===== src/rtl/dma_pkg.sv =====
// Shared types for the DMA channel-request front end.
package dma_pkg;
  localparam int NUM_CH = 4;

  typedef enum logic [1:0] {IDLE, PEND, SERV} arb_state_t;
  typedef logic [1:0] ch_t;

  function automatic logic [NUM_CH-1:0] onehot4(input ch_t c);
    onehot4 = 4'b0001 << c;
  endfunction
endpackage


===== src/rtl/dma_rotating_pick.sv =====
// Combinational priority pick: search starts at ptr_i and wraps mod 4.
module dma_rotating_pick import dma_pkg::*; (
  input  logic [NUM_CH-1:0] req_i,
  input  ch_t               ptr_i,
  output ch_t               winner_o,
  output logic              any_o
);
  ch_t idx;

  // Walk from farthest to nearest offset so the nearest requester is written last.
  always_comb begin
    winner_o = ptr_i;
    idx      = ptr_i;
    any_o    = |req_i;
    for (int k = NUM_CH-1; k >= 0; k--) begin
      idx = ptr_i + ch_t'(k);
      if (req_i[idx]) winner_o = idx;
    end
  end
endmodule


===== src/rtl/dma_priority_arbiter.sv =====
// 8237-style DREQ conditioning, fixed/rotating arbitration and DACK generation.
module dma_priority_arbiter import dma_pkg::*; #(
  parameter int SYNC_STAGES = 2
) (
  input  logic              CLK,
  input  logic              RESET,
  input  logic [NUM_CH-1:0] DREQ,
  input  logic [NUM_CH-1:0] maskReg,
  input  logic [NUM_CH-1:0] requestReg,
  input  logic              cmdDisable,
  input  logic              cmdRotating,
  input  logic              cmdDreqLow,
  input  logic              cmdDackHigh,
  input  logic              hrq,
  input  logic              validDACK,
  output logic [NUM_CH-1:0] VALID_DREQ,
  output logic [1:0]        activeCh,
  output logic [NUM_CH-1:0] DACK,
  output logic [NUM_CH-1:0] statusReq
);
  logic [SYNC_STAGES-1:0][NUM_CH-1:0] sync_q;
  logic [NUM_CH-1:0] status_q, sync_req, eff_req, dack_act;
  arb_state_t        state_q, state_d;
  ch_t               ach_q, ach_d, ptr_q, ptr_d, pick_ptr, winner;
  logic              dack_on_q, dack_on_d, any_req;

  assign sync_req = sync_q[SYNC_STAGES-1] ^ {NUM_CH{cmdDreqLow}};
  assign eff_req  = cmdDisable ? '0 : ((sync_req & ~maskReg) | requestReg);
  assign pick_ptr = cmdRotating ? ptr_q : ch_t'(0);

  dma_rotating_pick u_pick (
    .req_i    (eff_req),
    .ptr_i    (pick_ptr),
    .winner_o (winner),
    .any_o    (any_req)
  );

  always_ff @(posedge CLK or posedge RESET) begin
    if (RESET) begin
      sync_q    <= '0;
      status_q  <= '0;
      state_q   <= IDLE;
      ach_q     <= '0;
      ptr_q     <= '0;
      dack_on_q <= 1'b0;
    end else begin
      sync_q[0] <= DREQ;
      for (int i = 1; i < SYNC_STAGES; i++) sync_q[i] <= sync_q[i-1];
      status_q  <= sync_req;
      state_q   <= state_d;
      ach_q     <= ach_d;
      ptr_q     <= ptr_d;
      dack_on_q <= dack_on_d;
    end
  end

  // Once PEND latches a winner it stays locked; only a drop before hrq lets go.
  always_comb begin
    state_d   = state_q;
    ach_d     = ach_q;
    ptr_d     = cmdRotating ? ptr_q : ch_t'(0);
    dack_on_d = dack_on_q;
    case (state_q)
      IDLE: if (any_req) begin
        ach_d   = winner;
        state_d = PEND;
      end
      PEND: begin
        if (hrq)                 state_d = SERV;
        else if (!eff_req[ach_q]) state_d = IDLE;
      end
      SERV: begin
        if (!hrq) begin
          state_d   = IDLE;
          dack_on_d = 1'b0;
          if (cmdRotating) ptr_d = ach_q + ch_t'(1);
        end else if (validDACK) begin
          dack_on_d = 1'b1;
        end
      end
      default: state_d = IDLE;
    endcase
  end

  assign VALID_DREQ = (state_q == PEND || state_q == SERV) ? onehot4(ach_q) : '0;
  assign activeCh   = ach_q;
  assign statusReq  = status_q;
  assign dack_act   = dack_on_q ? onehot4(ach_q) : '0;
  assign DACK       = cmdDackHigh ? dack_act : ~dack_act;
endmodule


===== config.mk =====
export PLATFORM = sky130hd
export DESIGN_NAME = dma_priority_arbiter
export DESIGN_NICKNAME = d
export VERILOG_FILES = /design/src/rtl/dma_pkg.sv /design/src/rtl/dma_rotating_pick.sv /design/src/rtl/dma_priority_arbiter.sv
export SDC_FILE = /design/constraint.sdc
export NUM_CORES = 1
export LEC_CHECK = 0
export BUFFER_PORTS_ARGS = -buffer_cell sky130_fd_sc_hd__buf_2
export CAP_MARGIN = 20
export CORE_MARGIN = 2
export CORE_UTILIZATION = 50
export CTS_CLUSTER_SIZE = 30
export DETAILED_ROUTE_END_ITERATION = 16
export GPL_TIMING_DRIVEN = 0
export HOLD_SLACK_MARGIN = 0.05
export PLACE_DENSITY_LB_ADDON = 0.25
export SETUP_SLACK_MARGIN = 0.2
export SLEW_MARGIN = 10
export SYNTH_ARGS = -nofsm -noshare
export SYNTH_HDL_FRONTEND = slang
export SYNTH_SLANG_ARGS = --single-unit

===== constraint.sdc =====
create_clock -name CLK -period 2.5 [get_ports CLK]
set_clock_uncertainty 0.15 [all_clocks]
set_input_delay 0.25 -clock CLK [delete_from_list [all_inputs] [get_ports CLK]]
set_output_delay 0.25 -clock CLK [all_outputs]
set_load 0.02 [all_outputs]

# Word level (Yosys, flattened, before mapping)
# Index checks and enable logic that the tools add are counted.
# word_totals
mem_bits_ro,0
in_bits,20
mem_count,0
ram_bits,0
latch_bits,0
register_bits,19
out_inout_bits,14
wordCells,63
# op_classes
n_mux,29
bitwise,5
add_sub_neg,4
n_reduce_logical,6
div,0
n_lt_le_gt_ge,5
n_mul,0
eq_ne,6
shifts,1
# ops
op,n
$mux 2,12
$mux 4,4
$lt 2x3->1 const B,5
$bmux 1 s2,5
$not 4->4,2
$mux 1,7
$pmux 2 s3,1
$add 2x1->2 const B,2
$add 2x2->2 const B,2
$and 4x4->4,1
$ne 2x2->1 const B,2
$or 4x4->4,1
$reduce_and 2->1,2
$reduce_or 4->1,1
$shl 1x2->4 const A,1
$xor 4x4->4,1
$ne 3x3->1 const B,1
$reduce_and 3->1,1
$eq 2x1->1 const B,1
$eq 2x2->1 const B,1
$logic_not 2->1,1
$ne 2x1->1 const B,1
$logic_or 1x1->1,1

# Longest topological paths before layout
# Gate-level depths: netlist of run 1.
# depth
ltp_word,10
depth_mapped,7
ltp_nobuf,6

# Cells and area by module
# A second synthesis of run 1 with hierarchy kept.
# unflattened
hier_cells,101
hier_area_um2,1033.5
# modules_own_cells
mod,area_per_inst_um2,cells_each,n_inst,seq_area_each_um2
dma_priority_arbiter,933.4,85,1,475.5
dma_rotating_pick,100.1,16,1,0.0

# Worst setup path before layout of run 1
# OpenSTA, ideal clock, no wires.
# synth_path
kind,reg-to-reg
start,register sync_q[6] in the netlist's numbering
end,"register ach_q[0], in the netlist activeCh[0]"
synth_period_minus_slack_ns,1.764
path_stages_with_launch,7
required_ns,2.226
setup_ns,0.124
setup_slack_ns,0.736
arrival_time_ns,1.490
n_path_buf,0
path_cell_list,dfrtp_1 xor2_1 a22o_4 mux2i_1 o311a_1 and4_1 o31a_1
# synth_via
elab_chain_len,10
word_cells_on_any_way,18
cone_classes,mux: 13; bitwise: 3; reduce/logical: 2
# synth_rtl
element,line_no,source
start: declaration,dma_priority_arbiter.sv:21,logic [SYNC_STAGES-1:0][NUM_CH-1:0] sync_q;
$xor 4x4->4 (*),dma_priority_arbiter.sv:27,assign sync_req = sync_q[SYNC_STAGES-1] ^ {NUM_CH{cmdDreqLow}};
via sync_req[2],dma_priority_arbiter.sv:22,"logic [NUM_CH-1:0] status_q, sync_req, eff_req, dack_act;"
$and 4x4->4 (*),dma_priority_arbiter.sv:28,assign eff_req = cmdDisable ? '0 : ((sync_req & ~maskReg) | requestReg);
$or 4x4->4 (*),dma_priority_arbiter.sv:28,
$mux 4 (*),dma_priority_arbiter.sv:28,
$bmux 1 s2,dma_rotating_pick.sv:17,if (req_i[idx]) winner_o = idx;
$mux 1 (not written as such),dma_rotating_pick.sv:17,
$mux 2 (4 in a row),dma_rotating_pick.sv:17,
end signal: assignment,dma_priority_arbiter.sv:51,ach_q <= ach_d;
end: declaration,dma_priority_arbiter.sv:24,"ch_t ach_q, ach_d, ptr_q, ptr_d, pick_ptr, winner;"
# The timed path passes the listed nets; every way through them passes the cells marked *. The select of a mux whose other input is x is not followed.
# A chain may end at the register's enable or synchronous reset.

# Final worst setup path of run 1
# layout_path
start,register sync_q[4] in the netlist's numbering
end,"register ach_q[0], in the netlist activeCh[0]"
# The elaborated chain is that of the path after synthesis.

==> out/summary.txt, run 1 <==
pre-CTS setup slack: 0.514 ns
status: complete, no violations
CTS resizes: 0
share of cells above drive strength 1: 24.8%
M2 GR Usage: 38.0%
Syn Area/Cell: 9.62 sq um
number of buffers created by CTS: 3
pin count of the biggest net entering global routing: 20
M1 GR Usage: 25.2%
Bufs and invs on worst path: 0
Required @ worst endpoint: 2.55 ns
Hold Violations, Final: 0
Worst VDD drop: 0.520 mV
clock sink total: 19
Worst Tran Pin Value: 0.727 ns
final std cells w/o fill: 189
Power Density: 789 nW/um^2
asr flop ratio synth: 100%
final worst path period need: 2.03 ns
Yosys cell types: 33
Routed Antenna Nets: 0
CTS tree: yes
WS Path Type: flop to flop
worst reg-to-reg setup slack: 0.47 ns
RSZ-0062 raised after global routing: no
f_max: 494 MHz
vias in the first global route: 1055
Post-Synthesis Cell Area: 1140 sq um
first-pass GRT wire length: 4.40 mm
Setup crit end kind: flop
cell type with the highest aggregate area in the netlist: dfrtp_1
average wire per cell in the routed design: 14.3 microns
WL final: 2.70 mm
layer with the highest usage: met2
initial drt markers: 27
H-tree Lvls: 1
# rows: 17
Yosys top cell area share: 41.5%
Hold WC Path Type: input pin to flop
overall routing resource usage: 22.2%
Maximum Capacitance Violations: 0
crit path launch type: flop
r2r startpoint: sync_q[4]
Layout Nets: 189
IO Count: 34
CP Max Fanout: 4
Slew headroom: 51.5%
Initial Util: 52.3%
initial antenna violation count: 0
ys flop type: dfrtp_1
clock tree buffer depth: 2
# port buffers: 32
Setup violations, final: 0
overflow left after global routing: 0
placer congestion estimate: 0.931
met3 usage: 4.02%
Worst Slack Setup Final: 0.475 ns
setup TNS: 0 ns
hold path cells: 2
syn nets: 146
Ys Warns: 0
largest cells by area after synthesis: dfrtp_1 (42%), ha_1 (7.7%), xor2_1 (6.1%)
Area growth syn-to-layout: 24.9%
clk_lat worst skew: 0.30 ns
Mapped Cells: 119
vias per cell: 5.49
crit-path max cell delay: 0.39 ns
Yosys reg bits: 19
static leakage: 0.000694 uW
hold endpoint: statusReq[3]
drt drc: 0
n_diodes: 0
Reg clk slew, reported paths: 0.12 ns
Top delay family on crit path: compound AO/OA/AOI/OAI gates
vias: 1037
Die Wd: 51.9 microns
final slew viol count: 0
RR Endpoint: activeCh[0]
drt first pass iters: 4
root buffer cell: clkbuf_4
sequential-to-total area share from yosys stat: 41.5%
DP HPWL: 1.99 mm
placed cell count: 179
critical path data arrival time: 2.08 ns
Hold Startpoint: cmdDreqLow
die height: 51.9 microns
core footprint: 2190 sq um
die area: 2690 sq um
Post-synth EDFFs: 0
CP max-delay cell: dfrtp_1
period utilization: 81.0%
cells on worst reg2reg path: 6
Cell Chain, Critical Path: xor2_1 > a21oi_1 > o22ai_1 > a22oi_1 > a31oi_1 > o31a_1
synthesized netlist by cell type (all sizes together) (3+ instances only):
library cell,number
dfrtp,19
a21oi,12
inv,10
nor2,9
nand2,8
xor2,8
ha,7
and2,6
o21ai,6
nor2b,4
nand2b,3
o22ai,3
how the worst max path moves through the flow:
stage / from / to / slack [ns] / cells past startpoint
6_report: sync_q[4] / activeCh[0] / 0.47 / 6
5_1_grt: sync_q[7] / activeCh[1] / 0.41 / 6
4_1_cts: sync_q[4] / activeCh[0] / 0.51 / 6
3_5_place_dp: cmdDreqLow / activeCh[0] / 0.51 / 7
3_3_place_gp: cmdDreqLow / activeCh[0] / 0.54 / 7
2_1_floorplan: sync_q[6] / activeCh[0] / 0.74 / 6
layout make-up:
| cell class | instances | area, sq um |
|---|---|---|
| fillers | 182 | 761 |
| multi-input cells | 89 | 628 |
| flip-flops and latches | 19 | 475 |
| repair buffers | 38 | 220 |
| inverters | 10 | 37.5 |
| well taps | 28 | 35.0 |
| clock buffers | 3 | 22.5 |
| clock inverters | 1 | 7.51 |
| plain buffers | 1 | 3.75 |
report_power, final:
| group | internal, uW | switching [uW] |
|---|---|---|
| clock network | 60.9 | 107 |
| registers | 360 | 44.2 |
| logic | 222 | 335 |
layout by cell type (no fill, tap or decap), drive strengths merged, types with 2 or more instances in the layout:
cell type and count:
dlygate4sd3 6, ha 7, nor2 9, dfrtp 19
buf 32, a21o 2, o211ai 2, nand2 8
inv 10, o21ai 6, and2 6, xor2 8
o22ai 3, nand2b 3, a21oi 12, a22o 2
a22oi 2, clkbuf 4, nor2b 4
per-layer routing:
metal  up-vias  share of wire, %
met5         -                 0
met4         0               2.3
met3         8               4.6
met2        36                52
met1       490                41
li1        503                 -
kinds of logic (layout without fill, tap and decap cells):
family | count (synthesis) | count (layout) | synth area share, %
AO/OA/AOI/OAI | 36 | 36 | 21.6
XOR/XNOR | 8 | 8 | 6.12
adder cells (fa/ha/maj) | 7 | 7 | 7.65
buffers and inverters | 11 | 53 | 3.61
flip-flops | 19 | 19 | 41.5
multiplexers | 2 | 2 | 2.84
AND/OR/NAND/NOR | 36 | 36 | 16.6
metrics by stage:
stage / cell area (sq um) / power, uW / hold slack (ns) / util [%]
2_1_floorplan: 1140 / 793 / 0.0511 / -
3_3_place_gp: 1340 / 935 / 0.183 / 61.2
3_5_place_dp: 1340 / 954 / 0.190 / 61.2
4_1_cts: 1430 / 1130 / 0.0772 / 65.3
5_1_grt: 1430 / 1200 / 0.0929 / 65.3
6_report: 1430 / 1130 / 0.0787 / 65.3
sequential cells by signal, indices dropped and copies added (netlist names):
register and cells:
sync_q 8, state_q 2, ptr_q 2, dack_on_q 1, activeCh 2, statusReq 4
worst register-to-register path, delay by kind of cell (launching register included):
kind / cells / cell delay [ns]
XOR/XNOR: 1 / 0.18
flip-flops: 1 / 0.39
AO/OA/AOI/OAI: 5 / 1.20
repair_timing:
action	CTS	global route
hold buffers	6	0
hold endpoints to repair	24	0
buffers inserted	0	0
Note: power is estimated with default switching activity, not from simulation.
==> run 2, diff against run 1 <==
==> constraint.sdc (replaced) <==
create_clock -name CLK -period 1.95 [get_ports CLK]
set_clock_uncertainty 0.15 [all_clocks]
set_input_delay 0.195 -clock CLK [delete_from_list [all_inputs] [get_ports CLK]]
set_output_delay 0.195 -clock CLK [all_outputs]
set_load 0.02 [all_outputs]
==> out/summary.txt, run 2 (same netlist as run 1, synthesis figures left out) <==
critical path data arrival time: 2.01 ns (-0.07 ns)
Worst Tran Pin Value: 0.738 ns (+0.0115 ns)
Reg clk slew, reported paths: 0.12 ns (about the same)
cells on worst reg2reg path: 6 (unchanged)
initial drt markers: 34 (+26%)
first-pass GRT wire length: 4.75 mm (+7.8%)
Worst Slack Setup Final: -0.00825 ns (-0.483 ns)
clk_lat worst skew: 0.30 ns (about the same)
CTS tree: yes
Layout Nets: 195 (+3.2%)
vias: 1059 (+2.1%)
Slew headroom: 50.7% (-0.77 points)
Worst VDD drop: 0.749 mV (+44%)
clock tree buffer depth: 2 (unchanged)
most frequent cells in the layout: buf_2 (29), dfrtp_1 (19), nor2_1 (9), a21oi_1 (9)
met3 usage: 2.59% (-1.4 points)
die area: 2690 sq um (unchanged)
vias per cell: 5.43 (-1.0%)
die height: 51.9 microns (unchanged)
overall routing resource usage: 23.9% (+1.7 points)
pin count of the biggest net entering global routing: 20 (unchanged)
CP Max Fanout: 4 (unchanged)
final slew viol count: 0 (unchanged)
Routed Antenna Nets: 0 (unchanged)
r2r startpoint: sync_q[4]
Required @ worst endpoint: 2.00 ns (-0.55 ns)
Total Power: 1650 uW (+46%)
Initial Util: 52.3% (unchanged)
# rows: 17 (unchanged)
commonest non-fill, non-tap cell in the layout: buf_2
WS Path Type: flop to flop
worst reg-to-reg setup slack: -0.008 ns (-0.48 ns)
H-tree Lvls: 1 (unchanged)
core footprint: 2190 sq um (unchanged)
M1 GR Usage: 29.4% (+4.2 points)
hold endpoint: statusReq[3]
placed cell areas: 1350 sq um (+0.56%)
drt first pass iters: 7 (+3)
Area growth syn-to-layout: 39.8%
static leakage: 0.000747 uW (+7.7%)
# port buffers: 32 (unchanged)
overflow left after global routing: 0 (unchanged)
clock sink total: 19 (unchanged)
placer congestion estimate: 0.911 (-2.1%)
M2 GR Usage: 42.2% (+4.2 points)
Power Density: 1030 nW/um^2 (+31%)
post-layout instance area: 1600 sq um (+12%)
initial antenna violation count: 0 (unchanged)
share of cells above drive strength 1: 38.3% (+13 points)
WL final: 2.94 mm (+9.0%)
Maximum Capacitance Violations: 0 (unchanged)
CP max-delay cell: dfrtp_1
IO Count: 34 (unchanged)
Die Wd: 51.9 microns (unchanged)
period utilization: 100% (+19 points)
f_max: 511 MHz (+3.4%)
vias in the first global route: 1074 (+1.8%)
Hold WC Path Type: input pin to flop
hold path cells: 2 (unchanged)
layer with the highest usage: met2
drt drc: 0 (unchanged)
RR Endpoint: activeCh[0]
Hold Violations, Final: 0 (unchanged)
crit-path max cell delay: 0.39 ns (about the same)
n_diodes: 0 (unchanged)
status: finished with violations
RSZ-0062 raised after global routing: yes
final worst path period need: 1.96 ns (-0.0670 ns)
failing checks: setup timing
DP HPWL: 1.89 mm (-5.0%)
Most flops, register: sync_q
pre-CTS setup slack: 0.0145 ns (-0.500 ns)
Largest register FFs: 8 (unchanged)
Hold Startpoint: cmdDreqLow
post-layout util: 73.0% (+7.8 points)
hold_ws: 0.0883 ns (+0.00966 ns)
root buffer cell: clkbuf_4
Setup violations, final: 1 (+1)
Cell Chain, Critical Path: xor2_1 > a21oi_2 > o22ai_1 > a22oi_2 > and4_1 > o31a_1
average wire per cell in the routed design: 15.1 microns (+5.6%)
crit path launch type: flop
Setup crit end kind: flop
number of buffers created by CTS: 3 (unchanged)
==> run 2: changes by cell type in the layout (fill, tap and decap cells not counted), sizes merged <==
| cell | delta |
|---|---|
| buf | +5 |
| dlygate4sd3 | +1 |
==> run 2: cell type report <==
type / instances / area [sq um]
Clock buffer: 3 / 22.5
Sequential cell: 19 / 475
Buffer: 1 / 3.75
Tap cell: 28 / 35.0
Clock inverter: 1 / 7.51
Fill cell: 163 / 591
Inverter: 10 / 37.5
Timing Repair Buffer: 44 / 288
Multi-Input combinational cell: 89 / 731
==> run 2: where the power goes <==
part	internal [uW]	total, uW	switching (uW)
clock	78.0	209	131
combinational	411	913	502
sequential	461	527	65.8
==> run 2: timing repair <==
item | 4_1_cts | 5_1_grt
resized for setup | 12 | 13
endpoints found under the setup margin | 11 | 14
cloned | 0 | 0
setup buffers | 5 | 0
hold endpoints to repair | 25 | 0
hold buffers | 7 | 0
pin swaps | 3 | 2
==> run 2: worst max-delay path by stage <==
stage	slack (ns)	to	cells past startpoint	startpoint
floorplan	0.20	activeCh[0]	6	sync_q[7]
detailed placement	0.01	activeCh[0]	7	cmdDreqLow
global placement	0.04	activeCh[0]	7	cmdDreqLow
global route	-0.10	activeCh[0]	6	sync_q[4]
finish	-0.008	activeCh[0]	6	sync_q[4]
CTS	0.06	activeCh[0]	6	sync_q[7]
==> run 2: through the flow <==
| stage | setup TNS [ns] | cells |
|---|---|---|
| global placement | 0 | 179 |
| floorplan | 0 | 119 |
| global route | -0.129 | 195 |
| CTS | 0 | 195 |
| finish | -0.00825 | 195 |
| detailed placement | 0 | 179 |
==> run 2: metal layers <==
layer | up-vias | share of wire (%)
li1 | 512 | -
met1 | 506 | 43
met2 | 37 | 51
met3 | 4 | 4.6
met4 | 0 | 1.2
met5 | - | 0
==> run 2: worst max-delay path, delay by kind of cell (launching register included) <==
family,cells,cell delay (ns)
AND/OR/NAND/NOR,1,0.22
flip-flops,1,0.39
AO/OA/AOI/OAI,4,0.77
XOR/XNOR,1,0.33
==> run 3, diff against run 2 <==
--- a/config.mk
+++ b/config.mk
@@ -8,7 +8,7 @@
 export BUFFER_PORTS_ARGS = -buffer_cell sky130_fd_sc_hd__buf_2
 export CAP_MARGIN = 20
 export CORE_MARGIN = 2
-export CORE_UTILIZATION = 50
+export CORE_UTILIZATION = 49
 export CTS_CLUSTER_SIZE = 30
 export DETAILED_ROUTE_END_ITERATION = 16
 export GPL_TIMING_DRIVEN = 0
@@ -18,4 +18,5 @@
 export SLEW_MARGIN = 10
 export SYNTH_ARGS = -nofsm -noshare
 export SYNTH_HDL_FRONTEND = slang
+export SYNTH_HIERARCHICAL = 1
 export SYNTH_SLANG_ARGS = --single-unit
==> out/summary.txt, run 3 <==
status: finished with violations
failing checks: setup timing
Required @ worst endpoint: 2.00 ns (about the same)
Gate power share: 53.5% (-1.9 points)
cell type with the highest aggregate area in the netlist: dfrtp_1
largest family of logic cells by synthesized area: simple AND/OR/NAND/NOR gates
Worst VDD drop: 0.686 mV (-8.4%)
number of buffers created by CTS: 3 (unchanged)
Die Wd: 49.9 microns (-3.7%)
pre-CTS setup slack: -0.149 ns (-0.164 ns)
Hold Startpoint: hrq
pin count of the biggest net entering global routing: 20 (unchanged)
core footprint: 1980 sq um (-9.5%)
WL final: 2.72 mm (-7.6%)
Pint: 961 uW (+1.1%)
RSZ-0062 raised after global routing: yes
worst reg-to-reg setup slack: -0.07 ns (-0.06 ns)
post-synthesis compound-gate area fraction: 12.5% (-9.2 points)
Maximum Capacitance Violations: 0 (unchanged)
ys flop type: dfrtp_1
simple-gate portion of the synthesized area: 16.6% (-0.026 points)
die height: 49.9 microns (-3.7%)
H-tree Lvls: 1 (unchanged)
Initial Util: 52.1% (-0.11 points)
syn nets: 128 (-12%)
crit-path max cell delay: 0.41 ns (+0.02 ns)
hold endpoint: dack_on_q
crit path launch type: flop
NetSw: 666 uW (-4.6%)
Yosys cell types: 29 (-12%)
critical path data arrival time: 2.07 ns (+0.06 ns)
Most flops, register: sync_q
Slew headroom: 52.3% (+1.6 points)
share of cells above drive strength 1: 48.1% (+9.8 points)
Power Density: 1050 nW/um^2 (+1.5%)
n_diodes: 0 (unchanged)
first-pass GRT wire length: 3.95 mm (-17%)
final std cells w/o fill: 187 (-4.1%)
Mapped Cells: 101 (-15%)
asr flop ratio synth: 100% (unchanged)
largest cells by area after synthesis: dfrtp_1 (46%), ha_1 (8.5%), xor2_1 (6.8%)
vias: 950 (-10%)
initial antenna violation count: 0 (unchanged)
overall routing resource usage: 21.9% (-2.1 points)
Routed Antenna Nets: 0 (unchanged)
drt first pass iters: 4 (-3)
CP Max Fanout: 2 (-2)
placer congestion estimate: 0.833 (-8.6%)
Reg clk slew, reported paths: 0.11 ns (about the same)
Yosys top cell area share: 46.0% (+4.5 points)
r2r startpoint: sync_q[6]
vias per cell: 5.08 (-6.5%)
Layout Nets: 188 (-3.6%)
placed cell areas: 1240 sq um (-8.0%)
final worst path period need: 2.02 ns (+0.0582 ns)
sequential-to-total area share from yosys stat: 46.0% (+4.5 points)
Post-synth top cells: dfrtp_1 (19), inv_1 (12), nand2_1 (8), xor2_1 (8)
clock network fraction of total power: 12.9% (+0.2 points)
static leakage: 0.000789 uW (+5.6%)
Largest register FFs: 8 (unchanged)
placed cell count: 161 (-10%)
Worst Tran Pin Value: 0.715 ns (-0.0232 ns)
die area: 2490 sq um (-7.3%)
Area growth syn-to-layout: 50.5%
# port buffers: 33 (+3.1%)
clock tree buffer depth: 2 (unchanged)
Switching Fraction: 40.9% (-1.4 points)
Setup violations, final: 4 (+3)
average wire per cell in the routed design: 14.5 microns (-3.7%)
Post-synth EDFFs: 0 (unchanged)
CTS tree: yes
Setup crit end kind: flop
Hold Violations, Final: 0 (unchanged)
# rows: 16 (-1)
overflow left after global routing: 0 (unchanged)
commonest non-fill, non-tap cell in the layout: buf_2
initial drt markers: 19 (-44%)
Yosys reg bits: 19 (unchanged)
CP max-delay cell: dfrtp_1
Hold WC Path Type: input pin to flop
DP HPWL: 1.52 mm (-19%)
clk_lat worst skew: 0.31 ns (about the same)
Worst Slack Setup Final: -0.0665 ns (-0.0582 ns)
RR Endpoint: state_q[1]
Post-Synth XOR/XNOR Area: 6.78% (+0.66 points)
hold path cells: 3 (+1)
clock sink total: 19 (unchanged)
IO Count: 34 (unchanged)
period utilization: 103% (+3.0 points)
f_max: 496 MHz (-2.9%)
most instantiated library cell after synthesis: dfrtp_1
vias in the first global route: 980 (-8.8%)
Cell Chain, Critical Path: xor2_2 > a21oi_2 > nor2_2 > nor2_1 > nand2_1 > inv_1 > a22oi_2 > buf_4 > nand3_2 > o21ai_1 > a41o_1
root buffer cell: clkbuf_4
post-layout instance area: 1560 sq um (-2.8%)
Ys Warns: 6 (+6)
# fillers: 116 (-29%)
Post-Synth Adder-Cell Area: 8.47% (+0.82 points)
drt drc: 0 (unchanged)
cells on worst reg2reg path: 11 (+5)
final slew viol count: 0 (unchanged)
Total Power: 1630 uW (-1.3%)
mux share of post-synthesis cell area: 5.33% (+2.5 points)
Syn Area/Cell: 10.2 sq um (+6.4%)
Post-Synthesis Cell Area: 1030 sq um (-9.7%)
post-layout util: 78.5% (+5.4 points)
Seq pwr share: 33.6% (+1.6 points)
most frequent cells in the layout: buf_2 (32), dfrtp_1 (19), buf_4 (13), inv_1 (10), dlygate4sd3_1 (10)
WS Path Type: flop to flop
run 3: routing by layer:
metal  global-route usage (%)  share of wire, %
met3                     5.45               6.0
met1                     20.5                37
met5                        0                 0
met4                     17.1               5.5
met2                     39.8                51
run 3: worst max-delay path: cells and delay by family (launching register included):
kind | cells | cell delay, ns
compound gates | 4 | 0.55
flops | 1 | 0.41
simple gates | 4 | 0.39
buf+inv | 2 | 0.24
xor+xnor | 1 | 0.16
run 3: worst max-delay path by stage:
stage | start | to | cells after the start
finish | sync_q[6] | state_q[1] | 11
CTS | sync_q[4] | state_q[0] | 9
global route | sync_q[6] | state_q[1] | 11
detailed placement | cmdDreqLow | state_q[0] | 10
floorplan | sync_q[4] | state_q[0] | 9
global placement | sync_q[4] | state_q[0] | 9
run 3: cell families (layout without fill, tap and decap cells):
logic type / after synthesis / in the layout
AND/OR/NAND/NOR: 32 / 32
flip-flops: 19 / 19
AO/OA/AOI/OAI: 18 / 18
buffers and inverters: 12 / 71
XOR/XNOR: 8 / 8
adder cells (fa/ha/maj): 7 / 7
multiplexers: 5 / 5
run 3: what timing repair did:
item	in CTS	in global routing
pin swaps	9	5
gates cloned	0	0
endpoints found under the setup margin	12	12
gates resized for setup	10	13
hold buffers	10	0
setup buffers	7	5
hold endpoints to repair	29	0
run 3: area by class of cell:
cell class / instances / area (sq um) / share of cell area, %
Tap cell: 27 / 33.8 / 2.17
Clock inverter: 1 / 7.51 / 0.483
Multi-Input combinational cell: 70 / 613 / 39.4
Inverter: 12 / 45.0 / 2.90
Sequential cell: 19 / 475 / 30.6
Clock buffer: 3 / 22.5 / 1.45
Timing Repair Buffer: 55 / 358 / 23.0
run 3: stage by stage:
stage               setup TNS (ns)  hold WS, ns
floorplan                        0     -0.00387
CTS                              0        0.106
global placement           -0.0622        0.153
global route                -0.927        0.152
finish                      -0.176        0.111
detailed placement          -0.149        0.154
run 3: power by group through the flow:
stage | Sequential [uW] | Combinational (uW) | Clock, uW
after floorplan | 563 | 453 | 0
after global placement | 541 | 658 | 0
after detailed placement | 544 | 675 | 0
after CTS | 539 | 755 | 213
after global routing | 560 | 961 | 243
final | 547 | 870 | 209
